$ cat config.mk
export PLATFORM = sky130hd
export DESIGN_NAME = player_life_ctrl
export DESIGN_NICKNAME = d
export VERILOG_FILES = /design/src/rtl/player_life_ctrl_pkg.sv /design/src/rtl/frame_timer.sv /design/src/rtl/player_life_ctrl.sv
export SDC_FILE = /design/constraint.sdc
export NUM_CORES = 1
export LEC_CHECK = 0
export CAP_MARGIN = 40
export CORE_MARGIN = 5
export CORE_UTILIZATION = 50
export CTS_BUF_LIST = sky130_fd_sc_hd__clkbuf_8 sky130_fd_sc_hd__clkbuf_16
export CTS_CLUSTER_DIAMETER = 50
export DETAILED_ROUTE_END_ITERATION = 8
export GPL_TIMING_DRIVEN = 0
export HOLD_SLACK_MARGIN = 0.05
export PLACE_DENSITY = 0.8
export RECOVER_POWER = 100
export SYNTH_ARGS = -nofsm -noshare
export SYNTH_HDL_FRONTEND = slang
export SYNTH_SLANG_ARGS = --single-unit
$ cat constraint.sdc
create_clock -name clk -period 4.9 [get_ports clk]
set_clock_uncertainty 0.05 [all_clocks]
set_input_delay 0.98 -clock clk [delete_from_list [all_inputs] [get_ports clk]]
set_output_delay 0.98 -clock clk [all_outputs]
set_load 0.01 [all_outputs]
$ cat src/rtl/player_life_ctrl_pkg.sv
// Shared definitions for the player life controller: state encoding, spawn point, overlap test.
// The spawn point is also used by player_state; keep both in sync.
package player_life_ctrl_pkg;

    localparam logic [2:0] ST_IDLE     = 3'd0;
    localparam logic [2:0] ST_PLAY     = 3'd1;
    localparam logic [2:0] ST_HIT      = 3'd2;
    localparam logic [2:0] ST_RESPAWN  = 3'd3;
    localparam logic [2:0] ST_GAMEOVER = 3'd4;

    localparam logic [15:0] SPAWN_X = 16'd315;
    localparam logic [15:0] SPAWN_Y = 16'd344;

    typedef enum logic [2:0] {
        StIdle     = ST_IDLE,
        StPlay     = ST_PLAY,
        StHit      = ST_HIT,
        StRespawn  = ST_RESPAWN,
        StGameover = ST_GAMEOVER
    } state_e;

    // Sums are widened to 17 bits so a box near the screen edge cannot wrap.
    function automatic logic boxes_overlap(
        input logic [15:0] ax,
        input logic [15:0] ay,
        input logic [15:0] bx,
        input logic [15:0] by,
        input logic [16:0] aw,
        input logic [16:0] ah,
        input logic [16:0] bw,
        input logic [16:0] bh
    );
        logic [16:0] ax_w, ay_w, bx_w, by_w;
        ax_w = {1'b0, ax};
        ay_w = {1'b0, ay};
        bx_w = {1'b0, bx};
        by_w = {1'b0, by};
        return (ax_w < bx_w + bw) && (bx_w < ax_w + aw) &&
               (ay_w < by_w + bh) && (by_w < ay_w + ah);
    endfunction

endpackage

$ cat src/rtl/frame_timer.sv
// Loadable down-counter that steps once per frame pulse and holds at zero.
// A load takes priority over a frame pulse in the same cycle.
module frame_timer #(
    parameter int unsigned W = 8
) (
    input  logic         clk,
    input  logic         reset,
    input  logic         ld,
    input  logic [W-1:0] din,
    input  logic         frame,
    output logic [W-1:0] q,
    output logic         zero
);

    logic [W-1:0] cnt_q, cnt_d;

    always_comb begin
        cnt_d = cnt_q;
        if (ld) begin
            cnt_d = din;
        end else if (frame && (cnt_q != '0)) begin
            cnt_d = cnt_q - 1'b1;
        end
    end

    always_ff @(posedge clk) begin
        if (reset) begin
            cnt_q <= '0;
        end else begin
            cnt_q <= cnt_d;
        end
    end

    assign q    = cnt_q;
    assign zero = (cnt_q == '0);

endmodule

$ cat src/rtl/player_life_ctrl.sv
// Game-flow controller: per-frame hazard overlap check, life counting, freeze/respawn control.
// Optional post-respawn grace period is enabled by defining PLAYER_LIFE_INVULN_EN.
module player_life_ctrl
    import player_life_ctrl_pkg::*;
#(
    parameter int unsigned LIVES         = 3,
    parameter int unsigned PW            = 16,
    parameter int unsigned PH            = 16,
    parameter int unsigned HW            = 16,
    parameter int unsigned HH            = 16,
    parameter int unsigned HIT_FRAMES    = 60,
    parameter int unsigned INVULN_FRAMES = 120,
    parameter int unsigned FLASH_DIV     = 8
) (
    input  logic        clk,
    input  logic        reset,
    input  logic        frame,
    input  logic        start,
    input  logic [15:0] px,
    input  logic [15:0] py,
    input  logic [15:0] hx,
    input  logic [15:0] hy,
    output logic        game,
    output logic        resetp,
    output logic [3:0]  lives,
    output logic        flash,
    output logic        over
);

    localparam logic [3:0] LivesInit  = 4'(LIVES);
    localparam logic [7:0] HitLoad    = 8'(HIT_FRAMES);
    localparam logic [7:0] GraceLoad  = 8'(INVULN_FRAMES);
    localparam logic [7:0] FlashLast  = 8'(FLASH_DIV - 1);

    if (LIVES < 1 || LIVES > 15 || HIT_FRAMES < 1 || HIT_FRAMES > 255 ||
        INVULN_FRAMES > 255 || FLASH_DIV < 1 || FLASH_DIV > 256) begin : g_param_check
        $error("player_life_ctrl: parameter out of range");
    end

    state_e      state_q, state_d;
    logic [3:0]  lives_q, lives_d;
    logic        resetp_q, resetp_d;
    logic        flash_q, flash_d;
    logic [7:0]  flash_cnt_q, flash_cnt_d;

    logic        overlap;
    logic        hit_ld;
    logic        hit_zero;
    logic        grace_clr;
    logic        grace_zero;
    logic        flash_active;
    logic [7:0]  unused_hit_q;

    assign overlap = boxes_overlap(px, py, hx, hy, 17'(PW), 17'(PH), 17'(HW), 17'(HH));

    frame_timer #(
        .W (8)
    ) u_hit_timer (
        .clk   (clk),
        .reset (reset),
        .ld    (hit_ld),
        .din   (HitLoad),
        .frame (frame && (state_q == StHit)),
        .q     (unused_hit_q),
        .zero  (hit_zero)
    );

`ifdef PLAYER_LIFE_INVULN_EN
    logic [7:0] unused_grace_q;

    // Start clears any leftover grace; respawn arms a fresh one.
    frame_timer #(
        .W (8)
    ) u_grace_timer (
        .clk   (clk),
        .reset (reset),
        .ld    (grace_clr || (state_q == StRespawn)),
        .din   (grace_clr ? 8'd0 : GraceLoad),
        .frame (frame && (state_q == StPlay)),
        .q     (unused_grace_q),
        .zero  (grace_zero)
    );

    assign flash_active = (state_q == StHit) || ((state_q == StPlay) && !grace_zero);
`else
    logic       unused_grace_clr;
    logic [7:0] unused_grace_load;

    assign unused_grace_clr  = grace_clr;
    assign unused_grace_load = GraceLoad;
    assign grace_zero        = 1'b1;
    assign flash_active      = (state_q == StHit);
`endif

    always_comb begin
        state_d   = state_q;
        lives_d   = lives_q;
        resetp_d  = 1'b0;
        hit_ld    = 1'b0;
        grace_clr = 1'b0;
        unique case (state_q)
            StIdle, StGameover: begin
                if (start) begin
                    state_d   = StPlay;
                    lives_d   = LivesInit;
                    resetp_d  = 1'b1;
                    grace_clr = 1'b1;
                end
            end
            StPlay: begin
                if (frame && overlap && grace_zero) begin
                    state_d = StHit;
                    lives_d = lives_q - 1'b1;
                    hit_ld  = 1'b1;
                end
            end
            StHit: begin
                if (hit_zero) begin
                    if (lives_q == 4'd0) begin
                        state_d = StGameover;
                    end else begin
                        state_d  = StRespawn;
                        resetp_d = 1'b1;
                    end
                end
            end
            StRespawn: begin
                state_d = StPlay;
            end
            default: begin
                state_d = StIdle;
            end
        endcase
    end

    always_comb begin
        flash_d     = flash_q;
        flash_cnt_d = flash_cnt_q;
        if (!flash_active) begin
            flash_d     = 1'b0;
            flash_cnt_d = 8'd0;
        end else if (frame) begin
            if (flash_cnt_q == FlashLast) begin
                flash_cnt_d = 8'd0;
                flash_d     = !flash_q;
            end else begin
                flash_cnt_d = flash_cnt_q + 8'd1;
            end
        end
    end

    always_ff @(posedge clk) begin
        if (reset) begin
            state_q     <= StIdle;
            lives_q     <= LivesInit;
            resetp_q    <= 1'b0;
            flash_q     <= 1'b0;
            flash_cnt_q <= 8'd0;
        end else begin
            state_q     <= state_d;
            lives_q     <= lives_d;
            resetp_q    <= resetp_d;
            flash_q     <= flash_d;
            flash_cnt_q <= flash_cnt_d;
        end
    end

    // Gating with flash_active drops the blink the same cycle the state leaves HIT/grace.
    assign flash  = flash_q && flash_active;
    assign game   = (state_q != StPlay);
    assign resetp = resetp_q;
    assign lives  = lives_q;
    assign over   = (state_q == StGameover);

endmodule

After elaboration in Yosys (flattened, before gate mapping). Index checks and enable logic that the tools add are counted.

Register bits: 25. Output and inout port bits: 8. Word-level logic and storage cells: 65.

Add/subtract/negate cells: 7. Magnitude comparators: 4. Equal/unequal tests: 9. Multiplexer cells: 17. Bitwise gates (word level): 1. Reduce and logical (&&, ||, !) cells: 20.

Operator list (count): adder 16 x 5 -> 17 bit, second input constant (4); < comparator 16 x 17 -> 1 bit (4); 2-to-1 mux 3 bit (4); 2-to-1 mux 6 bit (2); case mux 3 bit (4 select lines) (1); adder 8 x 1 -> 8 bit, second input constant (1); equality test 8 x 3 -> 1 bit, second input constant (1); zero test 8 bit (1); 2-to-1 mux 4 bit (2); 2-to-1 mux 8 bit (1); case mux 4 bit (2 select lines) (1); nonzero test 8 bit (1); subtractor 8 x 1 -> 8 bit, second input constant (1); logical AND 1 bit (7); equality test 3 x 2 -> 1 bit, second input constant (2); inequality test 2 bit, second input constant (3); AND reduction 3 bit (2); OR reduction 2 bit (3); 2-to-1 mux 1 bit (5); zero test 4 bit (1); nonzero test 2 bit (2); subtractor 4 x 1 -> 4 bit, second input constant (1); equality test 3 x 1 -> 1 bit, second input constant (1); equality test 3 bit, second input constant (1); 6 further kinds (6).

Longest topological paths before layout. Gate-level depths: netlist of run 1.

Depth in word-level cells: 9. Depth in mapped cells: 15. Depth with buffers taken out: 14.

Modules after synthesis. Synthesis of run 1 repeated with hierarchy kept, for this count alone.

Cell total of the unflattened synthesis: 459. Area total of the unflattened synthesis: 3522.1 um^2.

Modules (own cells, without submodules): player_life_ctrl (instances 1, cells an instance 400, area each 3006.6 um^2); frame_timer (instances 1, cells an instance 59, area each 515.5 um^2).

Worst setup path before layout of run 1. No wires, ideal clock.

Path kind: input port to flip-flop. Start: in py[4]. End: reg lives_q[2], in the netlist lives[2]. Setup time: 0.074 ns. Arrival time: 3.592 ns. Required time: 4.776 ns. Path slack: 1.184 ns. Stages on the path: 14. Path through: ha_1 -> and3_1 -> clkbuf_1 -> nand3_1 -> xor2_1 -> ha_1 -> a21oi_1 -> o21ai_1 -> a2111oi_0 -> a21bo_2 -> a21boi_1 -> nand4b_2 -> or3b_1 -> a31oi_1.

Longest elaborated chain between the ends: 6. Elaborated cells on any way between the ends: 8. Classes of those cells: add/sub (1); order compare (2); eq/ne (1); reduce/logical (4).

RTL lines: start: declaration (line player_life_ctrl.sv:20) `input logic [15:0] py,`; adder 16 x 5 -> 17 bit / < comparator 16 x 17 -> 1 bit (equally long branches) (line player_life_ctrl_pkg.sv:39) `(ay_w < by_w + bh) && (by_w < ay_w + ah);`; < comparator 16 x 17 -> 1 bit / logical AND 1 bit (equally long branches) (line player_life_ctrl_pkg.sv:39, player_life_ctrl_pkg.sv:38); logical AND 1 bit (*) (line player_life_ctrl_pkg.sv:39); logical AND 1 bit (*) (line player_life_ctrl.sv:111) `if (frame && overlap && grace_zero) begin`; inequality test 2 bit (no line) (*); AND reduction 3 bit (no line) (*); end signal: assignment (line player_life_ctrl.sv:155) `lives_q <= LivesInit;`; end signal: assignment (line player_life_ctrl.sv:161) `lives_q <= lives_d;`; end: declaration (line player_life_ctrl.sv:41) `logic [3:0] lives_q, lives_d;`.

Every way passes the cells marked *; elsewhere a longest branch is shown, timed or not. A chain may end at the register's enable or synchronous reset.

Worst setup path after layout of run 1.
Start: in py[5]. End: reg lives_q[2], in the netlist lives[2].

The elaborated chain is that of the path after synthesis.

==> run_results.csv, run 1 <==
group,metric,value,unit
yosys,post-synth-top-count-cell,"ha_1",
global_routing,antenna_found_initial,0,
routing,route.detailed.wl_per_inst,13.9,microns
finish,syn_to_final_growth,26.7,%
timing,rsz0062_at_grt,"no",
die,dieArea,8310,sq um
placement,dpl.hpwl,6.78,mm
timing,hold_viol_final,0,
global_routing,grt_util_all_layers,0.189,
worst_hold_path,holdPathEnd,"state_q[2]$_SDFFE_PP0P_",
power_and_ir_drop,vdd_drop_max,0.156,mV
yosys,syn_area,3290,sq um
clock_network,cts_tree,"done",
routing,ant_nets,0,
finish,fin_util,0.653,
power_and_ir_drop,p_per_area,138,nW/um^2
yosys,syn_inst,415,
timing,period_share,0.939,
die,row_count,29,
yosys,synth_top_area_frac,0.255,
timing,relSlewSlack,0.529,
timing,setup_viol,0,
timing,finalWorstSetupSlack,0.301,ns
clock_network,h-tree-depth,1,
worst_setup_path,reg2reg_setup_slack,2.44,ns
worst_setup_path,required,5.04,ns
routing,viasPerCell,5.55,
placement,dp.cells,566,
worst_setup_path,r2r_cells,8,
die,dieWidth,91.1,microns
routing,drt-initial-drc-count,90,
clock_network,ctsResizeCount,0,
yosys,synth-seq-area-share,0.152,
routing,dr.pass1.iters,4,
yosys,syn_area_per_cell,7.93,sq um
yosys,synth.area.top_cells,"ha_1, dfxtp_1, xnor2_1, xor2_1, a21oi_1",
die,pin_count,76,
clock_network,cts.sinks,25,
finish,final_cells,570,
global_routing,grt_max_degree,15,
worst_setup_path,end_kind,"flop",
die,die_y,91.1,microns
worst_setup_path,crit_fanout,5,
yosys,synth_nets,550,
global_routing,first_global_vias,3106,
routing,drc,0,
timing,max_freq,217,MHz
worst_setup_path,reg2reg_from,"u_hit_timer.q[3]$_SDFFE_PP0P_",
yosys,ys_seq_elements,25,
yosys,synth_edf_count,0,
placement,numPortBuffers,74,
yosys,ys_types,51,
worst_setup_path,r2r-end,"u_hit_timer.q[5]$_SDFFE_PP0P_",
clock_network,hold_buffers,0,
timing,min_period,4.60,ns
worst_setup_path,critPathLaunchType,"input port",
worst_hold_path,worstHoldPathCells,2,
clock_network,clock_latency,0.27,ns
die,coreArea,6390,sq um
routing,drt-total-wl,7.95,mm
yosys,ys.flop_type,"dfxtp_1",
yosys,synth_common_cells,"ha_1, nor2_1, a21oi_1, xnor2_1, inv_1",
worst_setup_path,path_class,"in2reg",
run,maxCapViolations,0,
global_routing,grt_pass1_wl,13.8,mm
power_and_ir_drop,leakage,1.79,nW
worst_setup_path,arrival,4.74,ns
worst_hold_path,min_from,"state_q[2]$_SDFFE_PP0P_",
clock_network,cts.clk_slew.worst_paths,0.09,ns
yosys,synthArstFlopShare,0,
yosys,yosys_warnings,0,
clock_network,cts-root-buf,"clkbuf_8",
timing,finalSetupTns,0,ns
finish,drive_gt1_frac,0.0365,
die,start_util,0.515,
worst_hold_path,hold_path.class,"reg2reg",
clock_network,clock_path_buffers,2,
global_routing,grt_overflow,0,
clock_network,cts_made_buffers,3,
timing,slew_viol_final,0,
finish,nets,629,
placement,pre_cts_ws,0.144,ns
timing,worst_pin_slew,0.704,ns
clock_network,post_cts_buffers,0,
yosys,yosysTopAreaCell,"ha_1",
placement,place_congestion,0.869,
finish,diodes,0,
run_status,status,"finished clean",
routing,vias,3165,
cell type report:
cell class / instances / area, sq um
flip-flops and latches: 25 / 500
multi-input cells: 354 / 2630
fillers: 569 / 2210
inverters: 30 / 113
well taps: 77 / 96.3
clock buffers: 3 / 41.3
repair buffers: 74 / 741
plain buffers: 6 / 41.3
clock inverters: 1 / 5.00
power breakdown:
group          total [W]  internal, W  switching [W]
combinational   0.000246     0.000126       0.000120
clock           0.000120    0.0000568      0.0000636
sequential      0.000208     0.000206     0.00000242
kinds of logic after synthesis:
logic type / Yosys count / share of synthesized area
buffers and inverters: 36 / 0.0467
XOR/XNOR: 55 / 0.146
multiplexers: 2 / 0.00608
adder cells (fa/ha/maj): 67 / 0.255
flip-flops: 25 / 0.152
AND/OR/NAND/NOR: 156 / 0.254
AO/OA/AOI/OAI: 74 / 0.141
worst max-delay path, stage by stage:
cell and delay [ns]:
clkdlybuf4s50_1 0.52, ha_1 0.19, and3_1 0.15, clkbuf_1 0.30, nand3_1 0.14, xor2_1 0.16, ha_1 0.29, a21oi_1 0.15
o21ai_1 0.09, a2111oi_0 0.40, a21bo_1 0.26, a21boi_0 0.28, nand4b_2 0.24, or3b_1 0.42, a31oi_1 0.16
worst max-delay path by stage:
| stage | from | end | slack (ns) | cells after the start |
|---|---|---|---|---|
| finish | py[5] | lives[2]$_SDFFE_PP0P_ | 0.30 | 15 |
| global route | py[4] | lives[0]$_SDFFE_PP1P_ | 0.14 | 16 |
| CTS | py[5] | lives[2]$_SDFFE_PP0P_ | 0.42 | 15 |
| detailed placement | py[5] | lives[2]$_SDFFE_PP0P_ | 0.14 | 15 |
| global placement | py[4] | lives[2]$_SDFFE_PP0P_ | 0.27 | 15 |
| floorplan | py[4] | lives[2]$_SDFFE_PP0P_ | 1.18 | 14 |
layout by cell type, fill, tap and decap left out, types with 3 or more instances in the layout:
master            n
ha_1             67
clkdlybuf4s50_1  66
nor2_1           40
xnor2_1          31
a21oi_1          31
inv_1            30
nand3_1          27
dfxtp_1          25
nand2_1          24
xor2_1           24
nand4_1          20
o21ai_0          11
a21o_1           11
nor3_1            8
dlygate4sd3_1     8
and3_1            7
nand2b_1          6
clkbuf_8          4
clkbuf_1          3
or4_1             3
a31oi_1           3
through the flow:
stage	total power (W)	hold WS (ns)	area [sq um]
floorplan	0.000348	0.412	3290
global placement	0.000450	0.433	4130
detailed placement	0.000460	0.439	4130
CTS	0.000582	0.457	4180
global route	0.000615	0.504	4170
finish	0.000574	0.459	4170
flip-flops by register name (all words and copies together), names as in the netlist:
register and count:
flash_cnt_q 8, flash_q 1, u_hit_timer.q 8, state_q 3, lives 4, resetp 1
routing by layer:
layer	share of wire	up-vias	GRT usage
li1	-	1645	-
met1	0.46	1440	0.248
met2	0.48	70	0.325
met3	0.044	10	0.0314
met4	0.011	0	0.0428
met5	0	-	0
Power figures use the tool's default switching activity.
==> run 2, diff against run 1 <==
--- a/config.mk
+++ b/config.mk
@@ -6,7 +6,6 @@
 export NUM_CORES = 1
 export LEC_CHECK = 0
 export CAP_MARGIN = 40
-export CORE_MARGIN = 5
 export CORE_UTILIZATION = 50
 export CTS_BUF_LIST = sky130_fd_sc_hd__clkbuf_8 sky130_fd_sc_hd__clkbuf_16
 export CTS_CLUSTER_DIAMETER = 50
==> constraint.sdc (replaced) <==
create_clock -name clk -period 5.95 [get_ports clk]
set_clock_uncertainty 0.05 [all_clocks]
set_input_delay 0.8925 -clock clk [delete_from_list [all_inputs] [get_ports clk]]
set_output_delay 0.8925 -clock clk [all_outputs]
set_load 0.01 [all_outputs]
==> run 2 against run 1 <==
Compared with the run above:
- first-iteration DRC count down 3.3%
- sequential power down 17%
- non-clock buffer count unchanged
- setup slack better by 0.95 ns
- final cell count unchanged
- die area down 17%
- combinational power down 18%
- clock power down 17%
- critical endpoint is now lives[0]$_SDFFE_PP1P_
- power down 18%
- worst hold slack better by 0.0056 ns
- via count up 1.3%
==> run_results.csv, run 2 (synthesis results as in run 1) <==
group,metric,value,unit
timing,min_period,4.70,ns
placement,numPortBuffers,74,
placement,placed_area,4130,sq um
power_and_ir_drop,intPower,0.000320,W
die,start_util,0.518,
finish,drive_gt1_frac,0.0345,
power_and_ir_drop,seqPwrFrac,0.362,
routing,viasPerCell,5.62,
finish,mostFrequentLayoutCell,"ha_1",
finish,fillerInstances,562,
global_routing,grt_util_all_layers,0.227,
power_and_ir_drop,leakage,1.79,nW
power_and_ir_drop,p_per_area,114,nW/um^2
die,coreArea,6350,sq um
die,row_count,29,
global_routing,grt_overflow,0,
power_and_ir_drop,switchingPower,0.000154,W
clock_network,cts-root-buf,"clkbuf_8",
timing,period_share,0.790,
routing,ant_nets,0,
worst_setup_path,r2r_cells,8,
clock_network,cts_tree,"done",
global_routing,antenna_found_initial,0,
global_routing,first_global_vias,3241,
routing,dr.pass1.iters,5,
die,dieArea,6910,sq um
finish,diodes,0,
timing,relSlewSlack,0.542,
finish,syn_to_final_growth,26.7,%
worst_setup_path,cp_cell_sequence,"dlygate4sd3_1 > ha_1 > and3_1 > clkbuf_1 > nand2_1 > xor2_1 > ha_1 > a21oi_1 > o21ai_0 > a2111oi_0 > a21bo_1 > a21boi_0 > nand4b_2 > clkbuf_1 > and3_1 > o21bai_1",
clock_network,cts_made_buffers,3,
global_routing,grt_max_degree,15,
clock_network,ctsResizeCount,0,
clock_network,clock_path_buffers,2,
routing,vias,3206,
placement,place_congestion,0.872,
worst_setup_path,end_kind,"flop",
timing,max_freq,213,MHz
worst_setup_path,worst-path-buf-inv,3,
power_and_ir_drop,p_comb_frac,0.426,
worst_setup_path,required,6.10,ns
clock_network,hold_buffers,0,
timing,hold_ws,0.465,ns
global_routing,grt_pass1_wl,13.4,mm
routing,drc,0,
timing,hold_viol_final,0,
die,dieWidth,83.1,microns
clock_network,clock_latency,0.27,ns
power_and_ir_drop,switching_share,0.325,
worst_hold_path,worstHoldPathCells,2,
worst_setup_path,arrival,4.85,ns
die,die_y,83.1,microns
timing,worst_pin_slew,0.685,ns
clock_network,cts.sinks,25,
finish,final_cell_area,4170,sq um
clock_network,post_cts_buffers,0,
timing,slew_viol_final,0,
die,pin_count,76,
worst_setup_path,crit_fanout,10,
power_and_ir_drop,clkPwrFrac,0.211,
routing,route.detailed.wl_per_inst,13.4,microns
timing,setup_viol,0,
worst_setup_path,slowest_delay,0.61,ns
worst_setup_path,cpLargestDelayFamily,"compound AO/OA/AOI/OAI gates",
worst_setup_path,cp_num_cells,16,
run,maxCapViolations,0,
worst_setup_path,slowest_stage,"dlygate4sd3_1",
worst_setup_path,path_class,"in2reg",
run_status,status,"finished clean",
timing,rsz0062_at_grt,"no",
finish,layout_common_cells,"ha_1, clkdlybuf4s50_1, nor2_1",
power_and_ir_drop,vdd_drop_max,0.127,mV
clock_network,cts.clk_slew.worst_paths,0.09,ns
clock_network,h-tree-depth,1,
finish,nets,629,
worst_setup_path,critPathLaunchType,"input port",
placement,dpl.hpwl,6.46,mm
worst_hold_path,hold_path.class,"reg2reg",
routing,drt-initial-drc-count,87,
routing,drt-total-wl,7.66,mm
timing,finalSetupTns,0,ns
[run 2: changes by cell type in the layout (fill, tap and decap cells not counted)]
cell / delta
buf_2: -1
clkbuf_1: +1
o21ai_1: -1
o21ai_0: +1
[run 2: cell type report]
class	count	area (sq um)	share of cell area
well taps	77	96.3	0.0231
inverters	30	113	0.0270
plain buffers	6	40.0	0.00960
clock buffers	3	41.3	0.00990
repair buffers	74	741	0.178
multi-input cells	354	2630	0.632
clock inverters	1	5.00	0.00120
flip-flops and latches	25	500	0.120
[run 2: final timing paths]
check / from / end / slack, ns
worst max register to register: u_hit_timer.q[3]$_SDFFE_PP0P_ / u_hit_timer.q[4]$_SDFFE_PP0P_ / 3.50
worst min register to register: u_hit_timer.q[1]$_SDFFE_PP0P_ / u_hit_timer.q[1]$_SDFFE_PP0P_ / 0.46
worst max-delay path: py[4] / lives[0]$_SDFFE_PP1P_ / 1.25
worst min-delay path: u_hit_timer.q[1]$_SDFFE_PP0P_ / u_hit_timer.q[1]$_SDFFE_PP0P_ / 0.46
[run 2: tightest hold or removal path, delay by kind of cell, from the launching register on]
family	cells	cell delay [ns]
flops	1	0.33
simple gates	1	0.10
compound gates	1	0.05
[run 2: power by group through the flow]
stage | sequential, W | clock (W) | combinational, W
after CTS | 0.000172 | 0.000101 | 0.000204
after global placement | 0.000175 | 0 | 0.000195
after detailed placement | 0.000176 | 0 | 0.000203
after floorplan | 0.000175 | 0 | 0.000111
final | 0.000172 | 0.000100 | 0.000202
after global routing | 0.000172 | 0.000111 | 0.000227
[run 2: per-stage QoR]
stage / setup slack (ns) / total power, W / cells / utilization
after floorplan: 2.32 / 0.000286 / 415 / -
after global placement: 1.41 / 0.000371 / 566 / 0.650
after detailed placement: 1.32 / 0.000378 / 566 / 0.650
after CTS: 1.59 / 0.000477 / 570 / 0.658
after global routing: 1.00 / 0.000510 / 570 / 0.657
final: 1.25 / 0.000473 / 570 / 0.657
[run 2: routing by layer]
metal  vias to the layer above  part of all wire  global-route usage
met5                         -                 0                   0
met4                         0             0.012              0.0580
met3                        10             0.042              0.0229
met2                        76              0.50               0.423
met1                      1470              0.45               0.275
li1                       1650                 -                   -
